$ cat src/rtl/mem_arbiter.sv
// Two-requester arbiter (CPU, debug) in front of a single-port synchronous memory.
// CPU has priority, but debug is guaranteed a slot after MAX_STREAK consecutive CPU wins.
module mem_arbiter #(
  parameter int ADDR_WIDTH = 8,
  parameter int DATA_WIDTH = 8,
  parameter int MAX_STREAK = 4
) (
  input  logic                  clk,
  input  logic                  rst,
  input  logic                  cpu_req,
  input  logic                  cpu_we,
  input  logic [ADDR_WIDTH-1:0] cpu_addr,
  input  logic [DATA_WIDTH-1:0] cpu_wdata,
  output logic                  cpu_gnt,
  output logic                  cpu_rvalid,
  output logic [DATA_WIDTH-1:0] cpu_rdata,
  input  logic                  dbg_req,
  input  logic                  dbg_we,
  input  logic [ADDR_WIDTH-1:0] dbg_addr,
  input  logic [DATA_WIDTH-1:0] dbg_wdata,
  output logic                  dbg_gnt,
  output logic                  dbg_rvalid,
  output logic [DATA_WIDTH-1:0] dbg_rdata,
  output logic                  mem_en,
  output logic                  mem_we,
  output logic [ADDR_WIDTH-1:0] mem_addr,
  output logic [DATA_WIDTH-1:0] mem_wdata,
  input  logic [DATA_WIDTH-1:0] mem_rdata
);

  localparam int SW = (MAX_STREAK < 1) ? 1 : $clog2(MAX_STREAK + 1);
  localparam logic [SW-1:0] STREAK_MAX = SW'(MAX_STREAK);
  localparam logic [SW-1:0] STREAK_ONE = SW'(1);

  logic [SW-1:0]         streak_r;
  logic [SW-1:0]         streak_nxt_s;
  logic                  rd_pend_r;
  logic                  rd_owner_r;   // 1 = debug owns the read in flight
  logic                  cpu_win_s;
  logic                  dbg_win_s;
  logic                  mem_en_s;
  logic                  mem_we_s;
  logic [ADDR_WIDTH-1:0] mem_addr_s;
  logic [DATA_WIDTH-1:0] mem_wdata_s;

  // Grant selection; reset forces both grants low without waiting for a clock.
  always_comb begin
    cpu_win_s = 1'b0;
    dbg_win_s = 1'b0;
    if (rst == 1'b0) begin
      cpu_win_s = 1'b0;
      dbg_win_s = 1'b0;
    end else if (cpu_req && dbg_req) begin
      if (streak_r == STREAK_MAX) begin
        dbg_win_s = 1'b1;
      end else begin
        cpu_win_s = 1'b1;
      end
    end else begin
      cpu_win_s = cpu_req;
      dbg_win_s = dbg_req;
    end
  end

  // Memory command multiplexer driven by the winning requester.
  always_comb begin
    mem_en_s    = 1'b0;
    mem_we_s    = 1'b0;
    mem_addr_s  = '0;
    mem_wdata_s = '0;
    if (dbg_win_s) begin
      mem_en_s    = 1'b1;
      mem_we_s    = dbg_we;
      mem_addr_s  = dbg_addr;
      mem_wdata_s = dbg_wdata;
    end else if (cpu_win_s) begin
      mem_en_s    = 1'b1;
      mem_we_s    = cpu_we;
      mem_addr_s  = cpu_addr;
      mem_wdata_s = cpu_wdata;
    end else begin
      mem_en_s    = 1'b0;
      mem_we_s    = 1'b0;
    end
  end

  // Streak only counts CPU wins that actually held off a waiting debug request.
  always_comb begin
    streak_nxt_s = streak_r;
    if (!dbg_req || dbg_win_s) begin
      streak_nxt_s = '0;
    end else if (cpu_win_s && (streak_r != STREAK_MAX)) begin
      streak_nxt_s = streak_r + STREAK_ONE;
    end else begin
      streak_nxt_s = streak_r;
    end
  end

  // Arbiter state: streak counter and the single outstanding read.
  always_ff @(posedge clk or negedge rst) begin
    if (!rst) begin
      streak_r   <= '0;
      rd_pend_r  <= 1'b0;
      rd_owner_r <= 1'b0;
    end else begin
      streak_r   <= streak_nxt_s;
      rd_pend_r  <= mem_en_s & ~mem_we_s;
      rd_owner_r <= dbg_win_s;
    end
  end

  assign cpu_gnt    = cpu_win_s;
  assign dbg_gnt    = dbg_win_s;
  assign mem_en     = mem_en_s;
  assign mem_we     = mem_we_s;
  assign mem_addr   = mem_addr_s;
  assign mem_wdata  = mem_wdata_s;
  assign cpu_rvalid = rst & rd_pend_r & ~rd_owner_r;
  assign dbg_rvalid = rst & rd_pend_r & rd_owner_r;
  assign cpu_rdata  = mem_rdata;
  assign dbg_rdata  = mem_rdata;

endmodule

$ cat config.mk
export PLATFORM = sky130hd
export DESIGN_NAME = mem_arbiter
export DESIGN_NICKNAME = d
export VERILOG_FILES = /design/src/rtl/mem_arbiter.sv
export SDC_FILE = /design/constraint.sdc
export NUM_CORES = 1
export LEC_CHECK = 0
export ABC_AREA = 1
export CAP_MARGIN = 40
export CORE_ASPECT_RATIO = 1.5
export CORE_MARGIN = 3
export CORE_UTILIZATION = 25
export CTS_CLUSTER_DIAMETER = 80
export CTS_CLUSTER_SIZE = 12
export DETAILED_ROUTE_END_ITERATION = 8
export PLACE_DENSITY_LB_ADDON = 0.2
export SETUP_SLACK_MARGIN = 0.1
export SYNTH_ARGS = -nofsm -noshare
export SYNTH_HDL_FRONTEND = slang
export SYNTH_SLANG_ARGS = --single-unit
export TNS_END_PERCENT = 100
$ cat constraint.sdc
create_clock -name clk -period 2.1 [get_ports clk]
set_input_delay 0.21 -clock clk [delete_from_list [all_inputs] [get_ports clk]]
set_output_delay 0.21 -clock clk [all_outputs]
set_load 0.02 [all_outputs]
[Word level (Yosys, flattened, before mapping)]
Cells that the tools add are included.
Word-level totals
  logic and storage cells: 33
  register bits: 5
Operators by class
  equality and inequality tests: 2
  reduce and logical (&&, ||, !) cells: 5
  add/subtract/negate cells: 1
  multiplexer cells: 16
  bitwise gates (word level): 6
Operators by type and width (number)
  8-bit two-way mux: 4
  1-bit two-way mux: 10
  3-bit two-way mux: 2
  1-bit AND: 4
  3-bit by 1-bit adder with 3-bit output (second input constant): 1
  3-bit equality test (second input constant): 1
  3-bit inequality test (second input constant): 1
  1-bit logical AND: 2
  1-bit NOT: 2
  2-bit nonzero test: 1
  1-bit logical NOT: 1
  1-bit logical OR: 1

[Longest topological paths before layout]
Gate-level depths: netlist of run 1.
  word-level depth: 8
  depth in mapped cells: 9
  gate-level depth less buffers: 8

[Worst setup path before layout of run 1]
No wires, ideal clock.
  path type: register -> output
  from: register streak_r[0]
  to: output mem_addr[3]
  cell stages (with the launch flop): 10
  arrival: 1169 ps
  setup slack: 721 ps
  path buffers: 1
  path through: dfrtp_1 inv_1 ha_1 nand2_1 nand2_2 nand2_4 inv_6 buf_12 nand2_2 nand2_2
On the way
  elaborated cells between the ends (all ways): 9
RTL lines
  start: declaration: line 35  | logic [SW-1:0] streak_r;
  start signal: assignment: line 106  | streak_r <= streak_nxt_s;
  3-bit equality test: line 54  | if (streak_r == STREAK_MAX) begin
  1-bit two-way mux: line 54
  1-bit two-way mux: line 53  | end else if (cpu_req && dbg_req) begin
  1-bit two-way mux: line 50  | if (rst == 1'b0) begin
  named net dbg_gnt: line 21  | output logic dbg_gnt,
  8-bit two-way mux: line 71  | if (dbg_win_s) begin
  end: declaration: line 26  | output logic [ADDR_WIDTH-1:0] mem_addr,
The timed path passes the listed nets, and every way through them passes these cells.

[Worst setup path in the final report of run 1]
  from: input rst
  to: output dbg_rvalid
On the way
  word-level cells in the longest chain between the ends: 2
Ends and longest elaborated chain
  start: declaration: line 9  | input logic rst,
  1-bit AND (2 in a row): line 119  | assign dbg_rvalid = rst & rd_pend_r & rd_owner_r;
  end: declaration: line 22  | output logic dbg_rvalid,
No other way between the ends.

==> results_dict.tcl, run 1 <==
set metrics [dict create \
    use_met1_pct 11.3 \
    post-route-min-period_ns 1.88 \
    ant_nets 0 \
    synth_cell_types 15 \
    num_rows 23 \
    slew-limit-headroom_pct 84.6 \
    start_util_pct 26.6 \
    area_growth_syn_to_layout_pct 67.7 \
    grt_pass1_vias 865 \
    fillers 305 \
    worstSetupEndpointType "output pin" \
    yosys_warnings 0 \
    holdBufCountCts 0 \
    crit_path_start_kind "input port" \
    post-route-period-util_pct 89.5 \
    dpl.hpwl_microns 1710 \
    grt_remaining_overflow 0 \
    drtIter0Drc 3 \
    cts_root_buf "clkbuf_8" \
    crit_arrival_ns 1.67 \
    vias_per_cell 4.09 \
    layout.nets 209 \
    syn_area_per_cell_sq_um 6.54 \
    fin_cells 197 \
    min_path_type "input port to async pin" \
    worstMarginPinSlew_ns 0.231 \
    hold_viol_final 0 \
    io_pins 84 \
    ys_ff_latch 5 \
    synth_cells 110 \
    clk_pin_slew_ns 0.04 \
    path_class "input port to output pin" \
    drive_gt1_share_pct 36.9 \
    antenna_found_initial 0 \
    grt_max_degree 19 \
    p_per_area_mw_per_mm2 400 \
    cts_buffers 3 \
    dp.cells 193 \
    final_util_pct 44.6 \
    worst-path-max-fanout 7 \
    grt_usage_pct 12.2 \
    finClkSkew_ns 0.000400 \
    wl_microns 1960 \
    clock_latency_ns 0.22 \
    clock_path_buffers 2 \
    ys_seq_area_share_pct 17.4 \
    wl_per_cell_microns 9.96 \
    timing.max_cap.violations 0 \
    die_y_microns 71.7 \
    grt_pass1_wl_microns 3500 \
    peakVddDrop_v 0.000215 \
    cts_max_level 1 \
    crit_required_ns 1.89 \
    fmax_ghz 0.532 \
    io_buffers 59 \
    gp_congestion 0.763 \
    busiest_layer "met2" \
    setup_viol 0 \
    multi_input_area_sq_um 394 \
    gr-usage-met3_pct 4.99 \
    cts_sinks 5 \
    register_area_sq_um 125 \
    netlist_area_sq_um 719 \
    core-area_sq_mm 0.00271 \
    drc 0 \
    die_area_sq_mm 0.00357 \
    drv_slew 0 \
    rsz0062_at_grt "no" \
    insertedDiodeCount 0 \
    num_vias 806 \
    outcome "finished, final reports clean" \
    post_cts_buffers 0 \
    gr-usage-met2_pct 24.2 \
    p_leak_nw 0.633 \
    cts_tree "built" \
    dr.pass1.iters 3 \
    die-width_microns 49.8 \
    syn_nets 158 \
]
[sequential cells by signal (all words and copies together), names as in the netlist]
register and cells:
streak_r 3, rd_pend_r 1, rd_owner_r 1
[timing repair]
item,in CTS,in global routing
endpoints found under the setup margin,19,17
resized for setup,20,33
endpoints found under the hold margin,0,0
[layout make-up]
| type | count | share of cell area, % |
|---|---|---|
| clock buffer | 3 | 3.42 |
| clock inverter | 1 | 0.415 |
| inverter | 10 | 3.94 |
| multi-input combinational | 77 | 32.7 |
| sequential | 5 | 10.4 |
| tap | 37 | 3.84 |
| timing repair buffer | 64 | 45.3 |
[logic make-up (layout without fill, tap and decap cells)]
group / Yosys count / count (layout) / synth area share, %
AO/OA/AOI/OAI: 2 / 2 / 1.39
adder cells (fa/ha/maj): 2 / 2 / 3.48
buffers and inverters: 28 / 78 / 27.8
flip-flops: 5 / 5 / 17.4
AND/OR/NAND/NOR: 73 / 73 / 49.9
[placed cells by master, fill, tap and decap left out, drive strengths merged]
cell type      instances
nand2                 63
clkdlybuf4s50         39
clkbuf                19
inv                   10
nor2                   6
buf                    5
dfrtp                  5
nand3                  4
dlygate4sd2            3
o21ai                  2
ha                     2
clkinv                 1
dlymetal6s2s           1
[layer usage]
layer / wire length, microns / up-vias
met5: 0 / -
met4: 15 / 0
met3: 219 / 5
met2: 1090 / 46
met1: 636 / 347
li1: - / 408
[Yosys cell counts (all sizes together)]
cell type	n	area [sq um]
nand2	63	317
inv	10	45.1
buf	18	155
dfrtp	5	125
ha	2	25.0
nor2	6	22.5
nand3	4	20.0
o21ai	2	10.0
[final timing paths]
kind                                     end          from  cells after the start  slack [ns]
worst max-delay path              dbg_rvalid           rst                      5        0.22
worst min-delay path             streak_r[2]           rst                      2        0.34
worst max register to register    rd_owner_r   streak_r[0]                      7        0.89
worst min register to register   streak_r[1]   streak_r[1]                      2        0.57
max in group asynchronous          rd_pend_r           rst                      2        1.65
min in group clk                cpu_rdata[1]  mem_rdata[1]                      0        0.42
[worst max-delay path, stage by stage]
cell             delay, ns
clkdlybuf4s50_1       0.51
buf_4                 0.17
nand2_1               0.08
nor2_1                0.09
clkdlybuf4s50_1       0.61
[power breakdown]
group	internal, mW	leakage (nW)	total (mW)	switching [mW]
Combinational	0.104	0.540	0.199	0.0946
Clock	0.128	0.0255	0.180	0.0525
Sequential	0.101	0.0671	0.103	0.00191
Total	0.333	0.633	0.482	0.149
[through the flow]
step | TNS (ns) | area (sq um) | hold WS (ns) | total power [mW] | worst slack (ns)
after CTS | 0 | 1260 | 0.341 | 0.498 | 0.148
after floorplan | 0 | 719 | -0.0856 | 0.238 | 0.721
after global placement | -0.00172 | 1240 | 0.420 | 0.325 | -0.00172
after global routing | 0 | 1210 | 0.344 | 0.513 | 0.149
after detailed placement | 0 | 1240 | 0.420 | 0.326 | 0.0168
final | 0 | 1210 | 0.337 | 0.482 | 0.222
Power figures use the tool's default switching activity.
==> run 2: changes to the inputs <==
GPL_TIMING_DRIVEN = 0   (was unset)
==> results_dict.tcl, run 2 (synthesized netlist as in run 1, its figures left out) <==
set metrics [dict create \
    outcome "finished, final reports clean" \
    register_area_sq_um 125 \
    slew-limit-headroom_pct 84.1 \
    core-area_sq_mm 0.00271 \
    io_buffers 75 \
    drive_gt1_share_pct 33.7 \
    post-route-min-period_ns 1.97 \
    gp_congestion 0.758 \
    grt_pass1_vias 1075 \
    insertedDiodeCount 0 \
    reg.largest.list "streak_r: 3 flops, rd_owner_r: 1 flops, rd_pend_r: 1 flops" \
    power_mw 0.559 \
    peakVddDrop_v 0.000336 \
    drc 0 \
    num_vias 938 \
    post_cts_buffers 0 \
    fillers 289 \
    rsz0062_at_grt "yes" \
    setup_tns_ns 0 \
    top_register "streak_r" \
    final_util_pct 56.2 \
    cts_root_buf "clkbuf_8" \
    area_growth_syn_to_layout_pct 111 \
    setup_ws_ns 0.129 \
    dpl.hpwl_microns 2160 \
    cts_buffers 3 \
    dr.pass1.iters 4 \
    fmax_ghz 0.507 \
    crit_arrival_ns 1.76 \
    drtIter0Drc 8 \
    p_leak_nw 0.778 \
    die_area_sq_mm 0.00357 \
    ant_nets 0 \
    min_path_type "flop to flop" \
    wl_per_cell_microns 10.8 \
    setup_viol 0 \
    path_class "flop to output pin" \
    p_per_area_mw_per_mm2 368 \
    dp_slack_ns -0.286 \
    cts_max_level 1 \
    crit_required_ns 1.89 \
    clock_path_buffers 2 \
    grt_pass1_wl_microns 4130 \
    die-width_microns 49.8 \
    clock_latency_ns 0.22 \
    hold_viol_final 0 \
    grt_remaining_overflow 0 \
    num_rows 23 \
    wl_microns 2460 \
    multi_input_area_sq_um 394 \
    crit_path_start_kind "flop" \
    drv_slew 0 \
    timing.max_cap.violations 0 \
    vias_per_cell 4.13 \
    post-route-period-util_pct 93.9 \
    start_util_pct 26.6 \
    die_y_microns 71.7 \
    mostFrequentLayoutCells "clkdlybuf4s50_1 (55), nand2_1 (33), nand2_2 (29)" \
    cts_tree "built" \
    layout_commonest_cell "clkdlybuf4s50_1" \
    cts_sinks 5 \
    grt_usage_pct 14.4 \
    finClkSkew_ns 0.00109 \
    layout.nets 239 \
    clk_pin_slew_ns 0.04 \
    worstSetupEndpointType "output pin" \
    io_pins 84 \
    antenna_found_initial 0 \
    largest_reg_flops 3 \
    worstMarginPinSlew_ns 0.238 \
    grt_max_degree 12 \
    worst-path-max-fanout 11 \
]
[run 2: changes by cell type in the layout (fill, tap and decap cells not counted), moves of 8 or more]
cell	delta
dlygate4sd2_1	+8
clkdlybuf4s50_1	+16
buf_4	+11
clkbuf_2	-8
[run 2: metal layers]
metal / global-route usage (%) / vias up / routed length (microns)
li1: - / 469 / -
met1: 12.3 / 414 / 772
met2: 28.4 / 51 / 1340
met3: 7.48 / 4 / 308
met4: 3.69 / 0 / 34
met5: 0 / - / 0
[run 2: through the flow]
| step | instance area (sq um) | hold slack, ns | cells |
|---|---|---|---|
| CTS | 1550 | 0.594 | 227 |
| global placement | 1520 | 0.498 | 222 |
| global route | 1520 | 0.643 | 227 |
| detailed placement | 1520 | 0.497 | 222 |
| floorplan | 719 | -0.0856 | 110 |
| finish | 1520 | 0.595 | 227 |
[run 2: path summary, 6_finish.rpt]
kind | from | end | slack (ns) | cells past startpoint
worst max-delay path | streak_r[0] | mem_wdata[4] | 0.13 | 10
max in group asynchronous | rst | rd_pend_r | 1.29 | 2
worst min-delay path | streak_r[1] | streak_r[1] | 0.59 | 2
min in group asynchronous | rst | streak_r[2] | 0.62 | 2
worst max register to register | streak_r[0] | rd_owner_r | 0.89 | 7
worst min register to register | streak_r[1] | streak_r[1] | 0.59 | 2
[run 2: final cells by class]
class                   count  area share, %
plain buffers              18           10.2
clock buffers               3           2.72
clock inverters             1          0.329
inverters                  10           2.97
multi-input cells          77           25.9
flip-flops and latches      5           8.24
well taps                  37           3.05
repair buffers             76           46.5
[run 2: report_power, final]
part           internal [mW]  switching (mW)
clock network          0.128          0.0490
registers              0.101         0.00184
logic                  0.153           0.127
total                  0.381           0.178
[run 2: repair_timing]
item / in CTS / in global routing
gates resized for setup: 25 / 12
hold buffers: 1 / 0
hold endpoints to repair: 5 / 0
endpoints found under the setup margin: 20 / 9
[run 2: critical path, cell delays in order, from the launching register on]
cell and delay, ns:
dfrtp_1 0.37, inv_1 0.10, ha_1 0.18, nand2_1 0.08
nand2_2 0.11, nand2_4 0.07, inv_6 0.09, buf_12 0.14
nand2_2 0.05, nand2_2 0.04, clkdlybuf4s15_1 0.31
==> run 3: changes to the inputs <==
HOLD_SLACK_MARGIN = 0.1   (was unset)
clock period = 2.5 ns   (was 2.1 ns; I/O delays follow)
==> results_dict.tcl, run 3 (synthesized netlist as in run 1, its figures left out) <==
set metrics [dict create \
    die_area_sq_mm 0.00357 \
    io_buffers 75 \
    antenna_found_initial 0 \
    setup_tns_ns 0 \
    grt_max_degree 12 \
    io_pins 84 \
    grt_pass1_vias 1081 \
    clk_pin_slew_ns 0.04 \
    crit_path_cell_trace "inv_1, ha_1, nand2_1, nand2_2, nand2_4, inv_6, buf_12, nand2_2, nand2_2, clkdlybuf4s50_1" \
    drv_slew 0 \
    insertedDiodeCount 0 \
    setup_ws_ns 0.195 \
    hp-start "streak_r[1]" \
    vias_per_cell 4.14 \
    finClkSkew_ns 0.00107 \
    worstMarginPinSlew_ns 0.245 \
    power_mw 0.484 \
    slowest_stage "clkdlybuf4s50_1" \
    hold_viol_final 0 \
    intPower_mw 0.334 \
    p_per_area_mw_per_mm2 306 \
    dp_slack_ns 0.0343 \
    outcome "finished, final reports clean" \
    dr_wl_met2_microns 1340 \
    rsz0062_at_grt "no" \
    crit_start "streak_r[0]" \
    pwr-share-seq_pct 17.9 \
    clkPwrFrac_pct 30.6 \
    crit_path_start_kind "flop" \
    power.share.switching_pct 30.9 \
    grt_pass1_wl_microns 4150 \
    p_leak_nw 0.795 \
    hold_slack_ns 0.595 \
    largest_reg_flops 3 \
    drc 0 \
    setup_viol 0 \
    reg.largest.list "streak_r: 3 flops, rd_owner_r: 1 flops, rd_pend_r: 1 flops" \
    drive_gt1_share_pct 29.5 \
    die-width_microns 49.8 \
    fillers 275 \
    mostFrequentLayoutCells "clkdlybuf4s50_1 (70), nand2_1 (33), nand2_2 (29)" \
    ant_nets 0 \
    cts_sinks 5 \
    post-route-min-period_ns 2.30 \
    fmax_ghz 0.434 \
    peakVddDrop_v 0.000305 \
    wl_met1_microns 764 \
    cts_buffers 3 \
    wl_per_cell_microns 10.9 \
    start_util_pct 26.6 \
    p_sw_mw 0.149 \
    drtIter0Drc 10 \
    num_vias 940 \
    num_rows 23 \
    grt_usage_pct 14.5 \
    crit_arrival_ns 2.05 \
    core-area_sq_mm 0.00271 \
    timing.max_cap.violations 0 \
    crit_path_max_incr_delay_ns 0.60 \
    layout_commonest_cell "clkdlybuf4s50_1" \
    worstSetupEndpointType "output pin" \
    gp_congestion 0.758 \
    grt_remaining_overflow 0 \
    wl_microns 2470 \
    clock_latency_ns 0.22 \
    reg2reg_from "streak_r[0]" \
    pwr-share-comb_pct 51.5 \
    cts_root_buf "clkbuf_8" \
    slew-limit-headroom_pct 83.6 \
    post-route-period-util_pct 92.2 \
    top_layer "met4" \
    crit_required_ns 2.25 \
    dpl.hpwl_microns 2160 \
    area_growth_syn_to_layout_pct 120 \
    layout.nets 239 \
    path_class "flop to output pin" \
    path_common_cell "nand2_2" \
    wl_met3_microns 330 \
    min_path_type "flop to flop" \
    cts_max_level 1 \
    dr.pass1.iters 4 \
    final_util_pct 58.5 \
    die_y_microns 71.7 \
    clock_path_buffers 2 \
    top_register "streak_r" \
    worst-path-max-fanout 11 \
    cts_tree "built" \
]
## run 3: critical path, delay by kind of cell (launching register included)
kind,cells,cell delay [ns]
adder cells (fa/ha/maj),1,0.18
buffers and inverters,4,0.93
flip-flops,1,0.37
AND/OR/NAND/NOR,5,0.35
## run 3: power by group through the flow
stage / registers (mW) / clock network (mW) / logic [mW]
finish: 0.0864 / 0.148 / 0.249
global route: 0.0867 / 0.163 / 0.266
CTS: 0.0865 / 0.154 / 0.254
detailed placement: 0.0874 / 0 / 0.251
global placement: 0.0873 / 0 / 0.248
floorplan: 0.0870 / 0 / 0.113
## run 3: worst paths after layout
check | end | slack [ns] | depth (start not counted)
max | mem_wdata[0] | 0.20 | 10
min | streak_r[1] | 0.60 | 2
max reg2reg | rd_owner_r | 1.29 | 7
min reg2reg | streak_r[1] | 0.60 | 2
max in group asynchronous | rd_pend_r | 1.65 | 2
min in group asynchronous | streak_r[2] | 0.66 | 2
## run 3: per-stage QoR
| stage | instance area [sq um] | std cells |
|---|---|---|
| 2_1_floorplan | 719 | 110 |
| 3_3_place_gp | 1520 | 222 |
| 3_5_place_dp | 1520 | 222 |
| 4_1_cts | 1570 | 227 |
| 5_1_grt | 1580 | 227 |
| 6_report | 1580 | 227 |
## run 3: area by class of cell
cell class	instances	area [sq um]	share of cell area (%)
multi-input cells	77	394	24.9
flip-flops and latches	5	125	7.91
well taps	37	46.3	2.93
plain buffers	18	155	9.81
clock buffers	3	41.3	2.61
inverters	10	45.0	2.85
repair buffers	76	769	48.7
clock inverters	1	5.00	0.316
## run 3: routing by layer
layer,vias up,global-route usage (%)
met3,4,7.90
met4,0,3.69
met2,53,28.4
li1,469,-
met1,414,12.3
met5,-,0
## run 3: repair_timing
| item | CTS | global route |
|---|---|---|
| hold endpoints to repair | 5 | 0 |
| setup buffers | 0 | 0 |
| resized for setup | 1 | 4 |
| endpoints found under the setup margin | 9 | 4 |
| hold buffers | 1 | 0 |
